### src/rtl/agex_stage_pkg.sv
// Shared constants for the AGEX stage: opcodes, format types, latch layouts and MUL states.
package agex_stage_pkg;

    localparam int DBITS      = 32;
    localparam int REGNOBITS  = 5;
    localparam int IOPBITS    = 6;
    localparam int TYPENOBITS = 3;
    localparam int SHBITS     = $clog2(DBITS);
    localparam int CNTBITS    = $clog2(DBITS);

    localparam logic [IOPBITS-1:0] OP_INVALID = 6'd0;
    localparam logic [IOPBITS-1:0] OP_ADD     = 6'd1;
    localparam logic [IOPBITS-1:0] OP_SUB     = 6'd2;
    localparam logic [IOPBITS-1:0] OP_AND     = 6'd3;
    localparam logic [IOPBITS-1:0] OP_OR      = 6'd4;
    localparam logic [IOPBITS-1:0] OP_XOR     = 6'd5;
    localparam logic [IOPBITS-1:0] OP_SLT     = 6'd6;
    localparam logic [IOPBITS-1:0] OP_SLTU    = 6'd7;
    localparam logic [IOPBITS-1:0] OP_SLL     = 6'd8;
    localparam logic [IOPBITS-1:0] OP_SRL     = 6'd9;
    localparam logic [IOPBITS-1:0] OP_SRA     = 6'd10;
    localparam logic [IOPBITS-1:0] OP_ADDI    = 6'd11;
    localparam logic [IOPBITS-1:0] OP_ANDI    = 6'd12;
    localparam logic [IOPBITS-1:0] OP_ORI     = 6'd13;
    localparam logic [IOPBITS-1:0] OP_XORI    = 6'd14;
    localparam logic [IOPBITS-1:0] OP_SLTI    = 6'd15;
    localparam logic [IOPBITS-1:0] OP_SLTIU   = 6'd16;
    localparam logic [IOPBITS-1:0] OP_SLLI    = 6'd17;
    localparam logic [IOPBITS-1:0] OP_SRLI    = 6'd18;
    localparam logic [IOPBITS-1:0] OP_SRAI    = 6'd19;
    localparam logic [IOPBITS-1:0] OP_LUI     = 6'd20;
    localparam logic [IOPBITS-1:0] OP_AUIPC   = 6'd21;
    localparam logic [IOPBITS-1:0] OP_LW      = 6'd22;
    localparam logic [IOPBITS-1:0] OP_SW      = 6'd23;
    localparam logic [IOPBITS-1:0] OP_BEQ     = 6'd24;
    localparam logic [IOPBITS-1:0] OP_BNE     = 6'd25;
    localparam logic [IOPBITS-1:0] OP_BLT     = 6'd26;
    localparam logic [IOPBITS-1:0] OP_BGE     = 6'd27;
    localparam logic [IOPBITS-1:0] OP_BLTU    = 6'd28;
    localparam logic [IOPBITS-1:0] OP_BGEU    = 6'd29;
    localparam logic [IOPBITS-1:0] OP_JAL     = 6'd30;
    localparam logic [IOPBITS-1:0] OP_JALR    = 6'd31;
    localparam logic [IOPBITS-1:0] OP_CSRR    = 6'd32;
    localparam logic [IOPBITS-1:0] OP_CSRW    = 6'd33;
    localparam logic [IOPBITS-1:0] OP_MUL     = 6'd34;

    localparam logic [TYPENOBITS-1:0] TYPE_INVALID = 3'd0;
    localparam logic [TYPENOBITS-1:0] TYPE_R       = 3'd1;
    localparam logic [TYPENOBITS-1:0] TYPE_I       = 3'd2;
    localparam logic [TYPENOBITS-1:0] TYPE_S       = 3'd3;
    localparam logic [TYPENOBITS-1:0] TYPE_B       = 3'd4;
    localparam logic [TYPENOBITS-1:0] TYPE_U       = 3'd5;
    localparam logic [TYPENOBITS-1:0] TYPE_J       = 3'd6;

    localparam logic [1:0] MUL_IDLE = 2'd0;
    localparam logic [1:0] MUL_BUSY = 2'd1;
    localparam logic [1:0] MUL_DONE = 2'd2;

    typedef struct packed {
        logic                  valid;
        logic [31:0]           inst;
        logic [DBITS-1:0]      pc;
        logic [DBITS-1:0]      pcplus;
        logic [IOPBITS-1:0]    op_I;
        logic [TYPENOBITS-1:0] type_I;
        logic [DBITS-1:0]      inst_count;
        logic [DBITS-1:0]      imm;
        logic [DBITS-1:0]      rs1_val;
        logic [DBITS-1:0]      rs2_val;
    } de_latch_t;

    typedef struct packed {
        logic                 valid;
        logic [31:0]          inst;
        logic [DBITS-1:0]     pc;
        logic [IOPBITS-1:0]   op_I;
        logic [DBITS-1:0]     inst_count;
        logic                 wr_reg;
        logic [REGNOBITS-1:0] rd;
        logic [DBITS-1:0]     result;
        logic [DBITS-1:0]     store_data;
    } agex_latch_t;

    localparam int DE_latch_WIDTH   = $bits(de_latch_t);
    localparam int AGEX_latch_WIDTH = $bits(agex_latch_t);

endpackage

### src/rtl/agex_stage_if.sv
// Decode-to-AGEX bus plus the redirect/hazard feedback that AGEX returns upstream.
interface agex_stage_if;
    import agex_stage_pkg::*;

    // from_DE_latch.valid qualifies the word; agex_busy acts as not-ready:
    // while it is high the producer must hold from_DE_latch unchanged.
    logic [DE_latch_WIDTH-1:0]   from_DE_latch;
    logic                        br_redirect;
    logic [DBITS-1:0]            br_target;
    logic                        agex_busy;
    logic [REGNOBITS-1:0]        rd_AGEX;
    logic [TYPENOBITS-1:0]       type_AGEX;
    logic [AGEX_latch_WIDTH-1:0] AGEX_latch_out;
    logic [1:0]                  mul_state_dbg;

    modport master (
        output from_DE_latch,
        input  br_redirect, br_target, agex_busy, rd_AGEX, type_AGEX,
        input  AGEX_latch_out, mul_state_dbg
    );

    modport slave (
        input  from_DE_latch,
        output br_redirect, br_target, agex_busy, rd_AGEX, type_AGEX,
        output AGEX_latch_out, mul_state_dbg
    );

endinterface

### src/rtl/agex_stage_mul_iter.sv
// Radix-2 shift-add multiplier producing the low DBITS bits of the product, one bit per cycle.
module agex_mul_iter
    import agex_stage_pkg::*;
(
    input  logic             clk,
    input  logic             reset,
    input  logic             start,
    input  logic [DBITS-1:0] op_a,
    input  logic [DBITS-1:0] op_b,
    output logic [DBITS-1:0] product,
    output logic             busy,
    output logic             done,
    output logic [1:0]       state_dbg
);
    logic [1:0]         state_q, state_d;
    logic [CNTBITS-1:0] cnt_q, cnt_d;
    logic [DBITS-1:0]   mcand_q, mcand_d;
    logic [DBITS-1:0]   mplier_q, mplier_d;
    logic [DBITS-1:0]   acc_q, acc_d;

    always_comb begin
        state_d  = state_q;
        cnt_d    = cnt_q;
        mcand_d  = mcand_q;
        mplier_d = mplier_q;
        acc_d    = acc_q;
        case (state_q)
            MUL_IDLE: begin
                if (start) begin
                    state_d  = MUL_BUSY;
                    cnt_d    = '0;
                    mcand_d  = op_a;
                    mplier_d = op_b;
                    acc_d    = '0;
                end
            end
            MUL_BUSY: begin
                if (mplier_q[0]) acc_d = acc_q + mcand_q;
                mcand_d  = mcand_q << 1;
                mplier_d = mplier_q >> 1;
                cnt_d    = cnt_q + 1'b1;
                if (cnt_q == CNTBITS'(DBITS - 1)) state_d = MUL_DONE;
            end
            MUL_DONE: state_d = MUL_IDLE;
            default:  state_d = MUL_IDLE;
        endcase
    end

    always_ff @(posedge clk) begin
        if (reset) begin
            state_q  <= MUL_IDLE;
            cnt_q    <= '0;
            mcand_q  <= '0;
            mplier_q <= '0;
            acc_q    <= '0;
        end else begin
            state_q  <= state_d;
            cnt_q    <= cnt_d;
            mcand_q  <= mcand_d;
            mplier_q <= mplier_d;
            acc_q    <= acc_d;
        end
    end

    // Busy already in the start cycle so upstream stalls before operands are captured.
    assign busy      = ((state_q == MUL_IDLE) && start) || (state_q == MUL_BUSY);
    assign done      = (state_q == MUL_DONE);
    assign product   = acc_q;
    assign state_dbg = state_q;

endmodule

### src/rtl/agex_stage.sv
// Execute/address-generation stage: ALU, branch resolution, iterative MUL and the AGEX latch.
module agex_stage
    import agex_stage_pkg::*;
(
    input  logic        clk,
    input  logic        reset,
    agex_stage_if.slave bus
);
    de_latch_t            de;
    agex_latch_t          latch_q, latch_d;
    logic [DBITS-1:0]     alu_result, br_target_c, jalr_sum, mul_product;
    logic [REGNOBITS-1:0] rd;
    logic [SHBITS-1:0]    shamt_r, shamt_i;
    logic                 taken, wr_reg, mul_start, mul_busy, mul_done;
    logic [1:0]           mul_state;

    assign de       = de_latch_t'(bus.from_DE_latch);
    assign rd       = de.inst[7 +: REGNOBITS];
    assign shamt_r  = de.rs2_val[SHBITS-1:0];
    assign shamt_i  = de.imm[SHBITS-1:0];
    assign jalr_sum = de.rs1_val + de.imm;

    always_comb begin
        alu_result  = '0;
        taken       = 1'b0;
        br_target_c = de.pc + de.imm;
        case (de.op_I)
            OP_ADD:   alu_result = de.rs1_val + de.rs2_val;
            OP_SUB:   alu_result = de.rs1_val - de.rs2_val;
            OP_AND:   alu_result = de.rs1_val & de.rs2_val;
            OP_OR:    alu_result = de.rs1_val | de.rs2_val;
            OP_XOR:   alu_result = de.rs1_val ^ de.rs2_val;
            OP_SLT:   alu_result = {{(DBITS-1){1'b0}}, $signed(de.rs1_val) < $signed(de.rs2_val)};
            OP_SLTU:  alu_result = {{(DBITS-1){1'b0}}, de.rs1_val < de.rs2_val};
            OP_SLL:   alu_result = de.rs1_val << shamt_r;
            OP_SRL:   alu_result = de.rs1_val >> shamt_r;
            OP_SRA:   alu_result = $signed(de.rs1_val) >>> shamt_r;
            OP_ADDI:  alu_result = de.rs1_val + de.imm;
            OP_ANDI:  alu_result = de.rs1_val & de.imm;
            OP_ORI:   alu_result = de.rs1_val | de.imm;
            OP_XORI:  alu_result = de.rs1_val ^ de.imm;
            OP_SLTI:  alu_result = {{(DBITS-1){1'b0}}, $signed(de.rs1_val) < $signed(de.imm)};
            OP_SLTIU: alu_result = {{(DBITS-1){1'b0}}, de.rs1_val < de.imm};
            OP_SLLI:  alu_result = de.rs1_val << shamt_i;
            OP_SRLI:  alu_result = de.rs1_val >> shamt_i;
            OP_SRAI:  alu_result = $signed(de.rs1_val) >>> shamt_i;
            OP_LUI:   alu_result = de.imm;
            OP_AUIPC: alu_result = de.pc + de.imm;
            OP_LW:    alu_result = de.rs1_val + de.imm;
            OP_SW:    alu_result = de.rs1_val + de.imm;
            OP_BEQ:   taken = (de.rs1_val == de.rs2_val);
            OP_BNE:   taken = (de.rs1_val != de.rs2_val);
            OP_BLT:   taken = ($signed(de.rs1_val) <  $signed(de.rs2_val));
            OP_BGE:   taken = ($signed(de.rs1_val) >= $signed(de.rs2_val));
            OP_BLTU:  taken = (de.rs1_val <  de.rs2_val);
            OP_BGEU:  taken = (de.rs1_val >= de.rs2_val);
            OP_JAL: begin
                alu_result = de.pcplus;
                taken      = 1'b1;
            end
            OP_JALR: begin
                alu_result  = de.pcplus;
                taken       = 1'b1;
                br_target_c = {jalr_sum[DBITS-1:1], 1'b0};
            end
            OP_CSRR:  alu_result = de.rs1_val;
            OP_CSRW:  alu_result = de.rs1_val;
            default:  alu_result = '0;
        endcase
    end

    assign wr_reg = (rd != '0) && (de.op_I != OP_INVALID) &&
                    ((de.type_I == TYPE_R) || (de.type_I == TYPE_I) ||
                     (de.type_I == TYPE_U) || (de.type_I == TYPE_J));

    assign mul_start = de.valid && (de.op_I == OP_MUL);

    agex_mul_iter u_mul (
        .clk       (clk),
        .reset     (reset),
        .start     (mul_start),
        .op_a      (de.rs1_val),
        .op_b      (de.rs2_val),
        .product   (mul_product),
        .busy      (mul_busy),
        .done      (mul_done),
        .state_dbg (mul_state)
    );

    // A held MUL only reaches the latch in its DONE cycle, when busy has dropped.
    always_comb begin
        latch_d = '0;
        if (de.valid && !mul_busy) begin
            latch_d.valid      = 1'b1;
            latch_d.inst       = de.inst;
            latch_d.pc         = de.pc;
            latch_d.op_I       = de.op_I;
            latch_d.inst_count = de.inst_count;
            latch_d.wr_reg     = wr_reg;
            latch_d.rd         = rd;
            latch_d.result     = mul_done ? mul_product : alu_result;
            latch_d.store_data = de.rs2_val;
        end
    end

    always_ff @(posedge clk) begin
        if (reset) latch_q <= '0;
        else       latch_q <= latch_d;
    end

    assign bus.br_redirect    = de.valid && taken;
    assign bus.br_target      = br_target_c;
    assign bus.agex_busy      = mul_busy;
    assign bus.rd_AGEX        = de.valid ? rd : '0;
    assign bus.type_AGEX      = de.valid ? de.type_I : '0;
    assign bus.AGEX_latch_out = latch_q;
    assign bus.mul_state_dbg  = mul_state;

endmodule

### src/flat_wrapper.sv
// flat-port wrapper written by rule: the top's interface ports become plain ports
module agex_stage_flat import agex_stage_pkg::*;
  (clk, reset, bus_from_DE_latch, bus_br_redirect, bus_br_target, bus_agex_busy, bus_rd_AGEX, bus_type_AGEX, bus_AGEX_latch_out, bus_mul_state_dbg);
  agex_stage_if bus_i ();
  input  logic clk;
  input  logic reset;
  input wire logic [$bits(bus_i.from_DE_latch)-1:0] bus_from_DE_latch;
  output wire logic [$bits(bus_i.br_redirect)-1:0] bus_br_redirect;
  output wire logic [$bits(bus_i.br_target)-1:0] bus_br_target;
  output wire logic [$bits(bus_i.agex_busy)-1:0] bus_agex_busy;
  output wire logic [$bits(bus_i.rd_AGEX)-1:0] bus_rd_AGEX;
  output wire logic [$bits(bus_i.type_AGEX)-1:0] bus_type_AGEX;
  output wire logic [$bits(bus_i.AGEX_latch_out)-1:0] bus_AGEX_latch_out;
  output wire logic [$bits(bus_i.mul_state_dbg)-1:0] bus_mul_state_dbg;
  assign bus_i.from_DE_latch = bus_from_DE_latch;
  assign bus_br_redirect = bus_i.br_redirect;
  assign bus_br_target = bus_i.br_target;
  assign bus_agex_busy = bus_i.agex_busy;
  assign bus_rd_AGEX = bus_i.rd_AGEX;
  assign bus_type_AGEX = bus_i.type_AGEX;
  assign bus_AGEX_latch_out = bus_i.AGEX_latch_out;
  assign bus_mul_state_dbg = bus_i.mul_state_dbg;
  agex_stage u_core (.clk(clk), .reset(reset), .bus(bus_i));
endmodule
### config.mk
export PLATFORM = sky130hd
export DESIGN_NAME = agex_stage_flat
export DESIGN_NICKNAME = d
export VERILOG_FILES = /design/src/rtl/agex_stage_pkg.sv /design/src/rtl/agex_stage_if.sv /design/src/rtl/agex_stage_mul_iter.sv /design/src/rtl/agex_stage.sv /design/src/flat_wrapper.sv
export SDC_FILE = /design/constraint.sdc
export NUM_CORES = 1
export LEC_CHECK = 0
export ABC_AREA = 1
export CORE_UTILIZATION = 30
export DETAILED_ROUTE_END_ITERATION = 6
export PLACE_DENSITY = 0.59
export SLEW_MARGIN = 20
export SYNTH_ARGS = -nofsm -noshare
export SYNTH_HDL_FRONTEND = slang
export SYNTH_SLANG_ARGS = --single-unit
### constraint.sdc
create_clock -name clk -period 4.2 [get_ports clk]
set_input_delay 0.63 -clock clk [delete_from_list [all_inputs] [get_ports clk]]
set_output_delay 0.63 -clock clk [all_outputs]
set_load 0.02 [all_outputs]
==> results.sh <==
export IMPL_critPathRequiredTime_ns=3.57
export IMPL_cts_tree="yes"
export IMPL_yosys_area_share_simple=0.399
export IMPL_avgViaCountPerCell=5.45
export IMPL_yosysSeqAreaShare=0.189
export IMPL_status="completed"
export IMPL_die_x_um=311
export IMPL_slew_headroom=0.394
export IMPL_finalSetupViolCount=0
export IMPL_post_route_period_util=0.990
export IMPL_maxCapViolCount=0
export IMPL_cp_num_buf_inv=6
export IMPL_area_growth_pct=49.4
export IMPL_max_freq_ghz=0.241
export IMPL_grt_start_max_net_pins=75
export IMPL_core_mm2=0.0949
export IMPL_hold_worst_slack_ns=0.335
export IMPL_drcViolationCount=0
export IMPL_syn_instance_count=4974
export IMPL_path_clk_slew_ns=0.05
export IMPL_die_y_um=311
export IMPL_synth_xor_area_frac=0.0165
export IMPL_synth_main_ff_cell="dfxtp_1"
export IMPL_grt_usage=0.401
export IMPL_cts_buffers=36
export IMPL_p_total_w=0.0107
export IMPL_worst_setup_path_end_kind="primary output"
export IMPL_reg2reg_from="u_core.u_mul.state_dbg[1]"
export IMPL_fin_area_mm2=0.0428
export IMPL_dpl_cell_area_mm2=0.0413
export IMPL_gp_congestion=1.09
export IMPL_p_leak_nw=20.7
export IMPL_syn_area_mm2=0.0287
export IMPL_crit_path_max_incr_delay_ns=0.71
export IMPL_path_cells="clkdlybuf4s50_1, inv_1, ha_1, a21oi_1, o21ai_4, a21oi_2, nor2_1, nor2_1, buf_4, nand2_2, buf_4, buf_4, o211ai_1, nand4_1, nor2_2, nor2_1, buf_4"
export IMPL_wire_per_inst_um=26.9
export IMPL_worst_pin_slew_ns=0.886
export IMPL_ant_nets=0
export IMPL_cts_root_buf="clkbuf_16"
export IMPL_drt_wl_total_um=201000
export IMPL_grt_antenna_before_repair=19
export IMPL_final_cell_mix="1385 x nand2_1, 848 x buf_4, 589 x nand3_1"
export IMPL_grt_first_pass_wirelength_um=278000
export IMPL_rows=113
export IMPL_p_per_area_mw_per_mm2=250
export IMPL_peakVddDrop_mv=0.313
export IMPL_muxShareOfSynthArea=0.000349
export IMPL_rsz0062_at_grt="true"
export IMPL_fin_nets=6585
export IMPL_critPathMostFrequentCell="buf_4"
export IMPL_vias=40600
export IMPL_synth_top_family_by_area="simple AND/OR/NAND/NOR gates"
export IMPL_hold_viol=0
export IMPL_synth_fa_ha_area_frac=0.0864
export IMPL_syn_area_per_cell_um2=5.77
export IMPL_io_pin_count=453
export IMPL_cts_sinks=271
export IMPL_cpMaxStageDelayCell="clkdlybuf4s50_1"
export IMPL_ys_types=61
export IMPL_firstDrtPassIters=6
export IMPL_cp_max_fo=3
export IMPL_hold_class="primary input to flop"
export IMPL_skew_ns=0.0309
export IMPL_drv_slew=0
export IMPL_start_util=0.302
export IMPL_synth_top_area_frac=0.189
export IMPL_grt_ovfl_total=0
export IMPL_final_common_cell="nand2_1"
export IMPL_startpoint="bus_from_DE_latch[16]"
export IMPL_cpLargestDelayFamily="buffers and inverters"
export IMPL_crit_type="primary input to primary output"
export IMPL_clk_insertion_delay_late_ns=0.62
export IMPL_arrival_ns=3.53
export IMPL_synth_edff_count=0
export IMPL_grt_pass1_vias=38300
export IMPL_synthTopCellsByArea="dfxtp_1 19%, nand2_1 18%, nand3_1 10%"
export IMPL_synth_seq_cells=271
export IMPL_h_tree_depth=2
export IMPL_hp_start="reset"
export IMPL_critPathLaunchType="primary input"
export IMPL_cts_buffer_depth=3
export IMPL_synth_nets=5405
export IMPL_synth_compound_area_frac=0.203
export IMPL_dieArea_mm2=0.0968
export IMPL_async_flop_share=0
export IMPL_final_min_clock_period_ns=4.16
export IMPL_dp_hpwl_um=169000
export IMPL_drive_gt1_frac=0.185
export IMPL_ys_warn_count=0
export IMPL_first_iter_violations=4962
export IMPL_port_buffers=452
export IMPL_synth_top_area_cell="dfxtp_1"
## registers in the layout (all words and copies together), names as in the netlist
| register | count |
|---|---|
| u_core.u_mul.mcand_q | 32 |
| u_core.u_mul.cnt_q | 5 |
| u_core.u_mul.mplier_q | 32 |
| u_core.u_mul.product | 32 |
| u_core.bus.AGEX_latch_out | 168 |
| u_core.u_mul.state_dbg | 2 |
## where the power goes
group	internal, W	switching [W]
Combinational	0.00190	0.00287
Clock	0.00190	0.00135
Sequential	0.00265	0.0000264
Total	0.00644	0.00425
## final cells by class
cell class	count	area, um2
fill	10100	52000
sequential	271	5430
inverter	509	1920
clock buffer	47	1020
multi-input combinational	3976	20600
antenna	6	15.0
timing repair buffer	1360	12100
tap	1265	1580
clock inverter	13	163
## timing repair
item / CTS / global route
resized for setup: 33 / 90
cloned: 0 / 0
setup buffers: 0 / 4
pin swaps: 0 / 14
hold buffers: 0 / 0
endpoints found under the setup margin: 19 / 22
## logic make-up after synthesis
group,after synthesis
AO/OA/AOI/OAI,1028
XOR/XNOR,54
adder cells (fa/ha/maj),195
buffers and inverters,727
flip-flops,271
multiplexers,1
AND/OR/NAND/NOR,2698
## Yosys cell counts (50+ instances only)
library cell  instances
o21ai_0             340
nand2_1            1393
inv_1               486
nand4_1              55
ha_1                190
a21oi_1             379
dfxtp_1             271
nand3_1             590
buf_2                76
a31oi_1              70
clkbuf_1            102
nor2_1              497
nor3_1               50
o211ai_1             73
## path summary, 6_finish.rpt
path / end / slack [ns] / cells after the start
worst max register to register: u_core.bus.AGEX_latch_out[69] / 0.96 / 8
worst min register to register: u_core.u_mul.mplier_q[24] / 0.48 / 2
worst min-delay path: u_core.u_mul.cnt_q[1] / 0.34 / 2
worst max-delay path: bus_br_redirect / 0.04 / 17
## metal layers
metal  global-route usage  vias up  share of wire
li1                     -    19000              -
met1                0.488    18700           0.39
met2                0.617     2331           0.42
met3                0.106      522           0.10
met4                0.271       18          0.080
met5                    0        -        0.00055
## stage by stage
step | setup TNS, ns | worst slack, ns | std cells | util
3_5_place_dp | -3.00 | -0.387 | 7377 | 0.435
6_report | 0 | 0.0422 | 7447 | 0.451
3_3_place_gp | -3.16 | -0.348 | 7377 | 0.435
4_1_cts | -0.00267 | -0.00267 | 7437 | 0.448
5_1_grt | -0.0722 | -0.0722 | 7444 | 0.451
2_1_floorplan | 0 | 0.533 | 4974 | -
No activity file was read; power rests on OpenSTA's default activity.
